==> config.mk <==
export PLATFORM = sky130hd
export DESIGN_NAME = mc_ctrl_fsm
export DESIGN_NICKNAME = d
export VERILOG_FILES = /design/src/rtl/mc_ctrl_pkg.sv /design/src/rtl/mc_ctrl_fsm_alu_dec.sv /design/src/rtl/mc_ctrl_fsm.sv
export SDC_FILE = /design/constraint.sdc
export NUM_CORES = 1
export LEC_CHECK = 0
export BUFFER_PORTS_ARGS = -buffer_cell sky130_fd_sc_hd__buf_2
export CAP_MARGIN = 20
export CORE_ASPECT_RATIO = 1.5
export CORE_MARGIN = 2
export CORE_UTILIZATION = 25
export CTS_BUF_LIST = sky130_fd_sc_hd__clkbuf_8
export CTS_CLUSTER_DIAMETER = 100
export DETAILED_ROUTE_END_ITERATION = 12
export GPL_TIMING_DRIVEN = 0
export HOLD_SLACK_MARGIN = 0.03
export SYNTH_ARGS = -nofsm -noshare
export SYNTH_HDL_FRONTEND = slang
export SYNTH_SLANG_ARGS = --single-unit
==> constraint.sdc <==
create_clock -name clk -period 1.41 [get_ports clk]
set_input_delay 0.141 -clock clk [delete_from_list [all_inputs] [get_ports clk]]
set_output_delay 0.141 -clock clk [all_outputs]
set_load 0.01 [all_outputs]
==> src/rtl/mc_ctrl_pkg.sv <==
// Shared types and encodings for the R3 multi-cycle control unit.
// State HALT exists only when MC_CTRL_ILLEGAL_HALT_EN is defined.
package mc_ctrl_pkg;

  typedef enum logic [3:0] {
    FETCH    = 4'd0,
    DECODE   = 4'd1,
    MEMADR   = 4'd2,
    MEMREAD  = 4'd3,
    MEMWB    = 4'd4,
    MEMWRITE = 4'd5,
    EXECR    = 4'd6,
    EXECI    = 4'd7,
    LUI      = 4'd8,
    ALUWB    = 4'd9,
    BRANCH   = 4'd10
`ifdef MC_CTRL_ILLEGAL_HALT_EN
    , HALT   = 4'd11
`endif
  } state_t;

  localparam logic [6:0] OP_LOAD   = 7'b0000011;
  localparam logic [6:0] OP_STORE  = 7'b0100011;
  localparam logic [6:0] OP_RTYPE  = 7'b0110011;
  localparam logic [6:0] OP_ITYPE  = 7'b0010011;
  localparam logic [6:0] OP_BRANCH = 7'b1100011;
  localparam logic [6:0] OP_LUI    = 7'b0110111;

  localparam logic [1:0] IMM_I = 2'b00;
  localparam logic [1:0] IMM_S = 2'b01;
  localparam logic [1:0] IMM_B = 2'b10;
  localparam logic [1:0] IMM_U = 2'b11;

  localparam logic [2:0] ALU_ADD = 3'b000;
  localparam logic [2:0] ALU_SUB = 3'b001;
  localparam logic [2:0] ALU_AND = 3'b010;
  localparam logic [2:0] ALU_OR  = 3'b011;
  localparam logic [2:0] ALU_SLT = 3'b101;

  localparam logic [1:0] SRCA_PC    = 2'b00;
  localparam logic [1:0] SRCA_OLDPC = 2'b01;
  localparam logic [1:0] SRCA_RS1   = 2'b10;
  localparam logic [1:0] SRCA_ZERO  = 2'b11;

  localparam logic [1:0] SRCB_RS2  = 2'b00;
  localparam logic [1:0] SRCB_IMM  = 2'b01;
  localparam logic [1:0] SRCB_FOUR = 2'b10;

  localparam logic [1:0] RES_ALUOUT    = 2'b00;
  localparam logic [1:0] RES_MEMDATA   = 2'b01;
  localparam logic [1:0] RES_ALURESULT = 2'b10;

endpackage

==> src/rtl/mc_ctrl_fsm_alu_dec.sv <==
// ALU operation decode from op/funct3/funct7b5 for R-type and I-type ALU ops.
module alu_dec
  import mc_ctrl_pkg::*;
(
  input  logic [6:0] op,
  input  logic [2:0] funct3,
  input  logic       funct7b5,
  output logic [2:0] alu_control
);

  always_comb begin
    alu_control = ALU_ADD;
    case (funct3)
      // Only register-register ops encode sub; addi with instr[30] set stays add.
      3'b000:  alu_control = (op == OP_RTYPE && funct7b5) ? ALU_SUB : ALU_ADD;
      3'b010:  alu_control = ALU_SLT;
      3'b110:  alu_control = ALU_OR;
      3'b111:  alu_control = ALU_AND;
      default: alu_control = ALU_ADD;
    endcase
  end

endmodule

==> src/rtl/mc_ctrl_fsm.sv <==
// Multi-cycle control FSM for the R3 RV32I core (lw, sw, R/I ALU, beq/bne, lui).
// Define MC_CTRL_ILLEGAL_HALT_EN to trap unknown opcodes in HALT with a Halted output.
module mc_ctrl_fsm
  import mc_ctrl_pkg::*;
#(
  parameter state_t RESET_STATE = FETCH
) (
  input  logic       clk,
  input  logic       rst,
  input  logic [6:0] op,
  input  logic [2:0] funct3,
  input  logic       funct7b5,
  input  logic       Zero,
  output logic       PCWrite,
  output logic       AdrSrc,
  output logic       MemWrite,
  output logic       IRWrite,
  output logic [1:0] ResultSrc,
  output logic [1:0] ALUSrcA,
  output logic [1:0] ALUSrcB,
  output logic [1:0] ImmSrc,
  output logic [2:0] ALUControl,
  output logic       RegWrite,
  output logic       Retire
`ifdef MC_CTRL_ILLEGAL_HALT_EN
  , output logic     Halted
`endif
);

  state_t     state;
  logic [2:0] alu_op;
  logic       pc_write_raw;
  logic       mem_write_raw;
  logic       ir_write_raw;
  logic       reg_write_raw;
  logic       retire_raw;

  alu_dec u_alu_dec (
    .op          (op),
    .funct3      (funct3),
    .funct7b5    (funct7b5),
    .alu_control (alu_op)
  );

  always_ff @(posedge clk or posedge rst) begin
    if (rst) begin
      state <= RESET_STATE;
    end else begin
      case (state)
        FETCH: state <= DECODE;
        DECODE: begin
          case (op)
            OP_LOAD, OP_STORE: state <= MEMADR;
            OP_RTYPE:          state <= EXECR;
            OP_ITYPE:          state <= EXECI;
            OP_BRANCH:         state <= BRANCH;
            OP_LUI:            state <= LUI;
`ifdef MC_CTRL_ILLEGAL_HALT_EN
            default:           state <= HALT;
`else
            default:           state <= FETCH;
`endif
          endcase
        end
        MEMADR:   state <= (op == OP_STORE) ? MEMWRITE : MEMREAD;
        MEMREAD:  state <= MEMWB;
        MEMWB:    state <= FETCH;
        MEMWRITE: state <= FETCH;
        EXECR:    state <= ALUWB;
        EXECI:    state <= ALUWB;
        LUI:      state <= ALUWB;
        ALUWB:    state <= FETCH;
        BRANCH:   state <= FETCH;
`ifdef MC_CTRL_ILLEGAL_HALT_EN
        HALT:     state <= HALT;
`endif
        default:  state <= FETCH;
      endcase
    end
  end

  always_comb begin
    pc_write_raw  = 1'b0;
    AdrSrc        = 1'b0;
    mem_write_raw = 1'b0;
    ir_write_raw  = 1'b0;
    ResultSrc     = RES_ALUOUT;
    ALUSrcA       = SRCA_PC;
    ALUSrcB       = SRCB_RS2;
    ImmSrc        = IMM_I;
    ALUControl    = ALU_ADD;
    reg_write_raw = 1'b0;
    retire_raw    = 1'b0;
    case (state)
      FETCH: begin
        ir_write_raw = 1'b1;
        pc_write_raw = 1'b1;
        ALUSrcA      = SRCA_PC;
        ALUSrcB      = SRCB_FOUR;
        ResultSrc    = RES_ALURESULT;
      end
      DECODE: begin
        // Branch target is precomputed into ALUOut while the opcode is decoded.
        ALUSrcA = SRCA_OLDPC;
        ALUSrcB = SRCB_IMM;
        ImmSrc  = IMM_B;
`ifndef MC_CTRL_ILLEGAL_HALT_EN
        retire_raw = !(op inside {OP_LOAD, OP_STORE, OP_RTYPE, OP_ITYPE, OP_BRANCH, OP_LUI});
`endif
      end
      MEMADR: begin
        ALUSrcA = SRCA_RS1;
        ALUSrcB = SRCB_IMM;
        ImmSrc  = (op == OP_STORE) ? IMM_S : IMM_I;
      end
      MEMREAD: AdrSrc = 1'b1;
      MEMWB: begin
        ResultSrc     = RES_MEMDATA;
        reg_write_raw = 1'b1;
        retire_raw    = 1'b1;
      end
      MEMWRITE: begin
        AdrSrc        = 1'b1;
        mem_write_raw = 1'b1;
        retire_raw    = 1'b1;
      end
      EXECR: begin
        ALUSrcA    = SRCA_RS1;
        ALUSrcB    = SRCB_RS2;
        ALUControl = alu_op;
      end
      EXECI: begin
        ALUSrcA    = SRCA_RS1;
        ALUSrcB    = SRCB_IMM;
        ImmSrc     = IMM_I;
        ALUControl = alu_op;
      end
      LUI: begin
        ALUSrcA = SRCA_ZERO;
        ALUSrcB = SRCB_IMM;
        ImmSrc  = IMM_U;
      end
      ALUWB: begin
        reg_write_raw = 1'b1;
        retire_raw    = 1'b1;
      end
      BRANCH: begin
        ALUSrcA      = SRCA_RS1;
        ALUSrcB      = SRCB_RS2;
        ALUControl   = ALU_SUB;
        pc_write_raw = Zero ^ funct3[0];
        retire_raw   = 1'b1;
      end
      default: ;
    endcase
  end

  // Enables are gated by rst itself so an abandoned instruction cannot write after rst rises.
  assign PCWrite  = pc_write_raw  & ~rst;
  assign MemWrite = mem_write_raw & ~rst;
  assign IRWrite  = ir_write_raw  & ~rst;
  assign RegWrite = reg_write_raw & ~rst;
  assign Retire   = retire_raw    & ~rst;
`ifdef MC_CTRL_ILLEGAL_HALT_EN
  assign Halted   = (state == HALT);
`endif

endmodule

* Yosys cells after proc, flatten, opt, wreduce, memory -nomap -nowiden
Index checks and enable logic that the tools add are counted.
** Storage, ports and cells
- Bits in registers :: 4
- Bits in latches :: 0
- RAM bits :: 0
- ROM bits :: 0
- Output and inout port bits :: 17
- Logic and storage cells :: 57
- Memories kept :: 0
** Operators by class
- Add/sub/neg operators :: 0
- Multipliers :: 0
- Divide/modulo/power cells :: 0
- Magnitude comparators :: 0
- Equal/unequal tests :: 19
- Shift-type cells :: 0
- Mux-type cells :: 17
- Bitwise gates (word level) :: 7
- Reductions and logical operators :: 13
** Operator list (count)
- case mux 4 bit (5 select lines) :: 2
- == test 7 x 6 -> 1 bit, second input constant :: 3
- == test 4 x 3 -> 1 bit, second input constant :: 4
- == test 4 bit, second input constant :: 3
- case mux 2 bit (3 select lines) :: 2
- case mux 3 bit (4 select lines) :: 1
- OR reduction 4 bit :: 3
- == test 4 x 2 -> 1 bit, second input constant :: 2
- case mux 2 bit (2 select lines) :: 2
- OR reduction 2 bit :: 4
- == test 7 x 2 -> 1 bit, second input constant :: 1
- == test 7 x 5 -> 1 bit, second input constant :: 1
- == test 7 bit, second input constant :: 1
- == test 3 bit, second input constant :: 2
- 2-to-1 mux 1 bit :: 6
- case mux 3 bit (2 select lines) :: 1
- nonzero test 6 bit :: 1
- bitwise AND 1 bit :: 5
- == test 4 x 1 -> 1 bit, second input constant :: 1
- logical NOT 4 bit :: 1
- case mux 1 bit (2 select lines) :: 2
- == test 3 x 2 -> 1 bit, second input constant :: 1
- logical NOT 3 bit :: 1
- 2-to-1 mux 3 bit :: 1
- other kinds (5) :: 5

* Depth between registers and ports, before layout
- Depth in word-level cells :: 5
- Gate-level depth with buffers :: 5

* Hierarchy
Synthesis repeated with hierarchy kept, for this count alone.
** Second synthesis, totals
- Cell total of the unflattened synthesis :: 81
- Area, all modules :: 629.4 sq um
** By module, submodules not included
- mc_ctrl_fsm :: instances 1, cells an instance 75, area an instance 576.8 sq um
- alu_dec :: instances 1, cells an instance 6, area an instance 52.6 sq um

* Least setup slack after synthesis
OpenSTA, ideal clock, no wires.
- Path type :: register to output
- Start :: register state[3]
- End :: output port PCWrite
- Arrival time :: 1.338 ns
- Required time :: 1.269 ns
- Path slack :: -0.069 ns
- Stages on the path, launching flop included :: 5
- Path through :: dfrtp_1 clkbuf_1 nor4_1 a41oi_1 nor2_1
** On the way
- Word-level cells in the longest chain between the ends :: 3
** Ends and longest elaborated chain
- start, declared :: line mc_ctrl_fsm.sv:30 : state_t state;
- start signal, assigned :: line mc_ctrl_fsm.sv:65 : MEMADR: state <= (op == OP_STORE) ? MEMWRITE : MEMREAD;
- == test 4 bit or logical NOT 4 bit (tied branches) :: line mc_ctrl_fsm.sv:94 : case (state)
- case mux 1 bit (2 select lines) * :: line mc_ctrl_fsm.sv:94
- bitwise AND 1 bit * :: line mc_ctrl_fsm.sv:159 : assign PCWrite = pc_write_raw & ~rst;
- end, declared :: line mc_ctrl_fsm.sv:14 : output logic PCWrite,
Mark *: on every way between the ends. The rest lies on a longest branch, timed or not.

* Worst setup path in the final report
- Start :: register state[3]
- End :: output port ImmSrc[1]
** On the way
- Word-level cells in the longest chain between the ends :: 2
** Ends and longest elaborated chain
- == test 4 bit (tied with other cells) :: line mc_ctrl_fsm.sv:94
- case mux 2 bit (3 select lines) * :: line mc_ctrl_fsm.sv:94
- end, declared :: line mc_ctrl_fsm.sv:21 : output logic [1:0] ImmSrc,
Marked as above.

==> results.ini <==
[status]
status=complete, but fails checks
violations=setup timing

[synth]
avgSynthCellArea_um2=7.02
synth_area_leaders=dfrtp_1 (17%), buf_2 (5.9%), nor2_1 (5.7%)
synthDistinctLibCells=37
syn_inst=85
synth_area_leader_cell=dfrtp_1
synth_most_common_cell=nor2_1
yosysWarnings=0
synth.top_cells.by_count=nor2_1 (9), buf_2 (7), a21oi_1 (5), inv_1 (5), nor3_1 (5)
synth_flop_cell=dfrtp_1
netlist.area_leader.share=0.168
syn_nets=99
async_flop_share=1.00
synth_edf_count=0
synthesis.area_um2=597
yosys_register_bits=4
yosysSeqAreaShare=0.168

[floorplanning]
io_pins=31
num_rows=21
dieArea_um2=2800
core-area_um2=2260
die_h_um=63.8
dieWidth_um=43.9
initial_core_util=0.264

[timing]
period_minus_slack_ns=1.52
slew_headroom=0.713
worstMarginPinSlew_ns=0.429
rsz0062_at_grt=true
final_max_slew_viol_count=0
final.period_utilization=1.08
maxClockFrequency_mhz=656
finalHoldViolCount=0
finalSetupViolCount=16
setup_tns_ns=-0.997
setup_ws_ns=-0.113
skew_ns=0.00468

[setup_path]
path_class=reg -> out
crit_path_max_fanout=10
worstPathRequired_ns=1.27
cp.arrival_ns=1.38
reg2reg_to=state[3]
reg2reg_slack_ns=0.08
r2r_cells=4
rr_startpoint=state[3]
cp-end-kind=output pin
cp-start-kind=flip-flop

[hold_path]
min-delay-start=op[5]
whs_path_depth=4
hp-class=in -> reg
min_to=state[0]

[finish]
final_cell_area_um2=1100
top_register=state
reg_top3=state: 4 flops
largest_reg_flops=4
num_antenna_cells=0
drive_above_1_share=0.589
fin_nets=145
synthToLayoutAreaGrowth_pct=84.1

[place]
place_congestion=0.864
dp_hpwl_mm=1.47
place_area_um2=782
portBuffers=30

[global_route]
grt_usage=0.169
grt_max_degree=11
overflow=0
grt_pass1_wl_mm=3.64
antenna_found_initial=0
grt_pass1_vias=851

[cts]
cts_buffer_depth=2
htree_levels=1
cts_root_buffer=clkbuf_8
clkSinkCount=4
insertion_delay_ns=0.22
clkTransAtPathRegs_ns=0.03
cts_tree=yes
cts_made_buffers=3

[detailed_routing]
vias_per_cell=5.63
first_pass_iters=4
wl_per_cell_um=14.4
num_vias=855
drt_iter0_drc=21
ant_nets=0
finalWirelength_mm=2.19
drc=0

[power]
powerDensity_nw_per_um2=1200
leakage_nw=0.520
irDropWorstVdd_uv=464
power_mw=1.32

[flow_run]
maxCapViolations=0

-- layer usage --
layer	track usage	vias to the layer above	wire, um
met5	0	-	0
met4	0.102	0	55
met3	0.0311	6	126
met2	0.294	37	1250
met1	0.178	408	750
li1	-	404	-
-- how the worst max path moves through the flow --
| stage | depth (start not counted) | slack [ns] | endpoint | from |
|---|---|---|---|---|
| after floorplan | 4 | 0.03 | ALUControl[0] | state[1] |
| after CTS | 4 | -0.08 | ALUControl[0] | state[2] |
| final | 4 | -0.11 | ImmSrc[1] | state[3] |
| after detailed placement | 5 | -0.05 | ImmSrc[1] | state[3] |
| after global routing | 4 | -0.18 | Retire | state[3] |
| after global placement | 5 | -0.04 | ALUControl[0] | state[1] |
-- worst max-delay path: stages, from the launching register on --
cell	delay [ns]
dfrtp_2	0.47
buf_4	0.21
xnor2_1	0.15
nor3_1	0.16
buf_2	0.16
-- cell usage in the layout, fill, tap and decap left out, types with 3 or more instances in the layout --
cell       n
buf_6      6
nor3_1     3
nor2_1     5
a21oi_1    4
buf_2     30
dfrtp_2    3
buf_4     11
clkbuf_8   3
nand3_1    3
nor2_4     3
inv_1      3
nand2_1    3
nor4_4     3
-- cells by family after synthesis --
| logic type | synth area share |
|---|---|
| AND/OR/NAND/NOR | 0.415 |
| AO/OA/AOI/OAI | 0.262 |
| buffers and inverters | 0.0964 |
| XOR/XNOR | 0.0587 |
| flip-flops | 0.168 |
-- report_power, final --
group	total, mW	switching, mW	internal [mW]
clock	0.249	0.0662	0.183
sequential	0.199	0.0583	0.140
combinational	0.870	0.456	0.414
total	1.32	0.581	0.737
-- through the flow --
step	std cells	hold WS, ns	setup slack [ns]	util
2_1_floorplan	85	-0.0878	0.0299	-
3_3_place_gp	138	0.111	-0.0399	0.346
3_5_place_dp	138	0.114	-0.0466	0.346
4_1_cts	152	0.305	-0.0817	0.456
5_1_grt	152	0.357	-0.182	0.486
6_report	152	0.310	-0.113	0.486
-- cell type report --
| class | instances | area [um^2] |
|---|---|---|
| fillers | 213 | 1160 |
| well taps | 23 | 28.8 |
| clock buffers | 3 | 41.3 |
| flip-flops and latches | 4 | 104 |
| repair buffers | 43 | 270 |
| multi-input cells | 68 | 576 |
| plain buffers | 6 | 60.1 |
| inverters | 5 | 18.8 |
-- what timing repair did --
action,in CTS,in global routing
resized for setup,27,15
hold buffers,1,0
endpoints found under the setup margin,17,17
buffers inserted,12,0
pin swaps,5,2
endpoints found under the hold margin,4,0
cloned,0,0
Note: power is estimated with default switching activity, not from simulation.
